## src/rtl/turfio_housekeeping.sv

```systemverilog
// TURFIO housekeeping: delayed sync output, reset-settle indicator, heartbeat LED
// and rising-edge one-shots for the go command levels.
module turfio_housekeeping #(
  parameter int unsigned SYNC_TAP   = 15,
  parameter int unsigned LED_TCOUNT = 62500000,
  parameter int unsigned NGO        = 2
) (
  input  logic           clk,
  input  logic           rst,
  input  logic           sync_req_i,
  output logic           sync_o,
  output logic           done_reset_o,
  output logic           led_o,
  input  logic [NGO-1:0] go_i,
  output logic [NGO-1:0] load_o
);

  localparam logic [4:0]  TAP_IDX  = 5'(SYNC_TAP);
  localparam logic [31:0] LED_LAST = 32'(LED_TCOUNT - 1);

  logic [31:0]    sdl_q, sdl_d;
  logic           sync_q, sync_d;
  logic [31:0]    rdl_q, rdl_d;
  logic [31:0]    cnt_q, cnt_d;
  logic           led_q, led_d;
  logic [NGO-1:0] go_q, go_d;
  logic           tap;
  logic           tap_younger;

  assign tap = sdl_q[TAP_IDX];

  // The stage one step younger than the tap tells us whether the delayed
  // request is ending, so a held request fires SYNC_TAP+1 edges after release.
  generate
    if (SYNC_TAP == 0) begin : g_tap0
      assign tap_younger = sync_req_i;
    end else begin : g_tapn
      localparam logic [4:0] PREV_IDX = 5'(SYNC_TAP - 1);
      assign tap_younger = sdl_q[PREV_IDX];
    end
  endgenerate

  always_comb begin
    sdl_d  = {sdl_q[30:0], sync_req_i};
    sync_d = sync_q;
    if (sync_req_i) begin
      sync_d = 1'b0;
    end else if (tap && !tap_younger) begin
      sync_d = 1'b1;
    end

    rdl_d = {rdl_q[30:0], 1'b1};

    cnt_d = cnt_q + 32'd1;
    led_d = led_q;
    if (cnt_q == LED_LAST) begin
      cnt_d = '0;
      led_d = ~led_q;
    end

    go_d = go_i;
  end

  always_ff @(posedge clk) begin
    if (rst) begin
      sdl_q  <= '0;
      sync_q <= 1'b0;
      rdl_q  <= '0;
      cnt_q  <= '0;
      led_q  <= 1'b0;
      go_q   <= '1;
    end else begin
      sdl_q  <= sdl_d;
      sync_q <= sync_d;
      rdl_q  <= rdl_d;
      cnt_q  <= cnt_d;
      led_q  <= led_d;
      go_q   <= go_d;
    end
  end

  // go_q resets to all ones so a level already high at release is not a new edge.
  assign sync_o       = sync_q;
  assign done_reset_o = rdl_q[31];
  assign led_o        = led_q;
  assign load_o       = go_i & ~go_q;

endmodule

```

## config.mk

```make
export PLATFORM = sky130hd
export DESIGN_NAME = turfio_housekeeping
export DESIGN_NICKNAME = d
export VERILOG_FILES = /design/src/rtl/turfio_housekeeping.sv
export SDC_FILE = /design/constraint.sdc
export NUM_CORES = 1
export LEC_CHECK = 0
export CAP_MARGIN = 10
export CORE_ASPECT_RATIO = 1.1
export CORE_MARGIN = 1.5
export CORE_UTILIZATION = 50
export DETAILED_ROUTE_END_ITERATION = 12
export GPL_ROUTABILITY_DRIVEN = 0
export PLACE_DENSITY = 0.67
export SLEW_MARGIN = 15
export SYNTH_ARGS = -nofsm -noshare
export SYNTH_HDL_FRONTEND = slang
export SYNTH_SLANG_ARGS = --single-unit
```

## constraint.sdc

```tcl
create_clock -name clk -period 3.03 [get_ports clk]
set_input_delay 0.606 -clock clk [delete_from_list [all_inputs] [get_ports clk]]
set_output_delay 0.606 -clock clk [all_outputs]
set_load 0.02 [all_outputs]
```

* Word-level counts from Yosys, hierarchy flattened
Index checks and enable logic that the tools add are counted.
** Storage, ports and cells
- Bits in registers :: 84
- Output and inout bits :: 5
- Word-level logic and storage cells :: 17
** Cells by class
- Add/subtract/negate cells :: 1
- Eq/ne operators :: 1
- Mux-type cells :: 1
- Bitwise gates (word level) :: 3
- Reductions and logical operators :: 4
** Operators with widths (count)
- $add A32 B1 Y32 const B :: 1
- $eq A32 B26 Y1 const B :: 1
- $reduce_or A2 Y1 :: 2
- $and A2 B2 Y2 :: 1
- $not A2 Y2 :: 1
- $logic_and A1 B1 Y1 :: 1
- $logic_not A1 Y1 :: 1
- $mux W1 :: 1
- $not A1 Y1 :: 1

* Depth between registers and ports, before layout
- Word-level depth :: 2
- Mapped depth :: 7
- Gate-level depth less buffers :: 5

* Worst setup path after synthesis
No wires, ideal clock.
- Path type :: register to register
- From :: reg cnt_q[17]
- To :: reg cnt_q[26]
- Data arrival time :: 1.974 ns
- Setup slack :: 0.930 ns
- Stages on the path, launching flop included :: 7
- Path buffers :: 2
- Clock period less this slack :: 2.100 ns
- Cell sequence :: dfxtp_1 > buf_6 > or4b_1 > or4_4 > o31ai_4 > buf_4 > a21oi_1
** On the way
- Longest elaborated chain between the ends :: 2
- Elaborated cells on any way between the ends :: 3
- Classes of those cells :: add/sub: 1; eq/ne: 1; reduce/logical: 1
** Ends and longest elaborated chain
- start: declaration :: RTL line 24 : logic [31:0] cnt_q, cnt_d;
- start signal: assignment :: RTL line 76 : cnt_q <= cnt_d;
- branches (longest 2 deep; another with $add A32 B1 Y32)
Several ways; the timed one is not identified.
A chain may end at the register's enable or synchronous reset.

* Worst setup path after layout
- From :: in go_i[0]
- To :: out load_o[0]
** On the way
- Longest elaborated chain between the ends :: 1
** Ends and longest elaborated chain
- start: declaration :: RTL line 14 : input logic [NGO-1:0] go_i,
- $and A2 B2 Y2 :: RTL line 86 : assign load_o = go_i & ~go_q;
- end: declaration :: RTL line 15 : output logic [NGO-1:0] load_o
No other way between the ends.

==> impl_metrics.csv <==
group,metric,value,unit
clock_network,numCtsBuffers,9,
clock_network,cts_tree,"yes",
clock_network,cts.path.max_buffers,2,
synth,ys_top_cells_by_count,"84 x dfxtp_1, 48 x nor2b_1, 22 x a21oi_1",
finish,nets,320,
sta,post-route-period-util,79.46,%
floorplan,rows,29,
sta,setup_viol,0,
drt,vias_per_cell,5.377,
power_and_ir_drop,p_switching,406.7,uW
clock_network,clock_latency,0.35,ns
drt,drt_iter0_drc,87,
grt,overflow,0,
power_and_ir_drop,ir_drop,0.3305,mV
synth,async_flop_share,0,%
drt,firstDrtPassIters,4,
grt,grt_max_degree,36,
drt,drc_errors,0,
setup_path,start_kind,"primary input",
setup_path,end_kind,"output pin",
floorplan,start_util,52.45,%
finish,postLayoutCellArea,3351,sq um
power_and_ir_drop,power_frac_comb,2.2,%
synth,synth_area,3064,sq um
synth,syn_inst,309,
grt,grt_pass1_vias,1953,
drt,drt-total-wl,5192,um
synth,yosys_register_bits,84,
placement,placed_cell_area,3159,sq um
clock_network,cts_sinks,84,
clock_network,path_clk_slew,0.07,ns
synth,synth_fa_ha_area_share,0.4083,%
grt,antenna_found_initial,0,
power_and_ir_drop,swShare,20.99,%
synth,synth_top_family_by_area,"simple AND/OR/NAND/NOR gates",
placement,portBuffers,9,
setup_path,path_class,"in2out",
drt,vias,2124,
clock_network,cts_setup_buffers,0,
status,status,"finished clean",
worst_hold_path,hp-class,"reg2reg",
drt,wl_per_cell,13.14,um
synth,yosys.cell_count.top_type,"dfxtp_1",
clock_network,cts-resized-gates,0,
synth,synth-xor-area-share,2.572,%
sta,maxSlewViolCount,0,
finish,drive_above_1_share,7.547,%
synth,synth_compound_area_share,9.718,%
placement,dp_hpwl,3228,um
finish,syn2layout_area_growth,9.351,%
grt,grt_usage,17.60,%
floorplan,io-pin-count,10,
clock_network,root_buffer,"clkbuf_8",
synth,synth_edf_count,0,
synth,synth.area.top_cells,"dfxtp_1 55%, nor2b_1 9.8%, or4_1 3.9%, a21oi_1 3.6%, o31ai_1 2.9%",
clock_network,cts_max_level,3,
setup_path,timing.critical_path.fanout_max,2,
power_and_ir_drop,p_per_area,578.3,nW/um^2
finish,n_antenna_cell,0,
sta,rsz0062_at_grt,"no",
flow_run,maxCapViolCount,0,
synth,yosysWarnings,0,
sta,fin_crit,2.408,ns
worst_hold_path,whs_path_depth,1,
synth,yosysTopAreaCell,"dfxtp_1",
synth,synth_top_area_share,54.88,%
grt,grt_pass1_wl,9128,um
sta,hold_viol,0,
power_and_ir_drop,p_clk_share,40.1,%
setup_path,r2r_cells,5,
drt,ant_nets,0,
floorplan,coreArea,5842,sq um
floorplan,die_x,77.64,um
synth,ys_seq_area_share,54.88,%
synth,yosys.area_share.simple,28.38,%
sta,slew_headroom,62.29,%
setup_path,worstPathArrival,1.80,ns
setup_path,cp.required,2.42,ns
synth,synthMuxAreaShare,0,%
power_and_ir_drop,p_int,1.531,mW
floorplan,die_area,6608,sq um
power_and_ir_drop,pwr-share-seq,57.7,%
synth,netlist-cell-type-count,37,
synth,synth.avg_cell_area,9.916,sq um
clock_network,hold_buffers,0,
floorplan,fp.dieH,85.11,um
synth,syn-num-nets,315,
sta,skew,0.005389,ns
synth,synth_ff_type,"dfxtp_1",
sta,fin_setup_tns,0,ns
power_and_ir_drop,leakage,1.112,nW
sta,tightest_slew,0.5656,ns
sta,fmax,415.4,MHz
==> power by group through the flow <==
stage	registers [mW]	clock network, mW	logic (mW)
after floorplan	1.14	0	0.0332
after global placement	1.14	0	0.0429
after detailed placement	1.14	0	0.0433
after CTS	1.12	0.798	0.0438
after global routing	1.12	0.849	0.0476
final	1.12	0.777	0.0434
==> worst paths after layout <==
check,start,end,slack [ns]
worst min register to register,rdl_q[20]$_SDFF_PP0_,rdl_q[21]$_SDFF_PP0_,0.44
worst max-delay path,go_i[0],load_o[0],0.62
worst max register to register,cnt_q[10]$_SDFF_PP0_,cnt_q[6]$_SDFF_PP0_,0.79
worst min-delay path,rdl_q[20]$_SDFF_PP0_,rdl_q[21]$_SDFF_PP0_,0.44
==> layout by cell type (no fill, tap or decap), types with 2 or more instances in the layout <==
cell type and instances:
nor2b_1 48, and3_1 3, o31ai_1 12, nand3_1 15, or2_2 3, xor2_1 8, dfxtp_1 84, and2_1 3
inv_1 4, nor4_1 2, a21oi_1 22, or3_1 8, o21ai_0 9, nand2_1 14, buf_4 3, nand4_1 12
clkbuf_8 10, nor2_1 12, or4_1 16, and4_1 2, clkbuf_1 2, clkdlybuf4s50_1 8
==> final cells by class <==
cell class | instances | area (sq um)
fillers | 502 | 2491
flip-flops and latches | 84 | 1682
multi-input cells | 203 | 1259
clock buffers | 12 | 145.1
repair buffers | 12 | 107.6
well taps | 77 | 96.34
clock inverters | 3 | 46.29
inverters | 4 | 15.01
==> registers in the layout, summed over array words and instances (netlist names) <==
register and flops:
led_o 1, sdl_q 16, go_q 2, sync_o 1
rdl_q 32, cnt_q 32
==> through the flow <==
step | std cells | utilization (%) | power (mW) | worst slack, ns | hold WS [ns]
2_1_floorplan | 309 | - | 1.175 | 0.9304 | 0.4138
3_3_place_gp | 380 | 54.08 | 1.186 | 0.6276 | 0.4157
5_1_grt | 395 | 57.36 | 2.015 | 0.5797 | 0.4566
4_1_cts | 395 | 57.36 | 1.959 | 0.6160 | 0.4420
6_report | 395 | 57.36 | 1.938 | 0.6224 | 0.4403
3_5_place_dp | 380 | 54.08 | 1.186 | 0.6216 | 0.4237
==> routing by layer <==
layer	track usage (%)	routed length, um	share of wire (%)
met2	25.85	2289	44
met3	3.871	123	2.4
met1	23.57	2668	51
met5	0	0	0
met4	10.74	110	2.1
==> worst max-delay path, stage by stage <==
cell and delay [ns]:
clkdlybuf4s50_1 0.47, nor2b_1 0.12, clkdlybuf4s50_1 0.60
==> cells by family (layout without fill, tap and decap cells) <==
logic type	count (synthesis)	in the layout
simple gates	145	145
flops	84	84
compound gates	48	48
buf+inv	22	31
xor+xnor	9	9
fa+ha+maj	1	1
(Power assumes the default switching activity.)
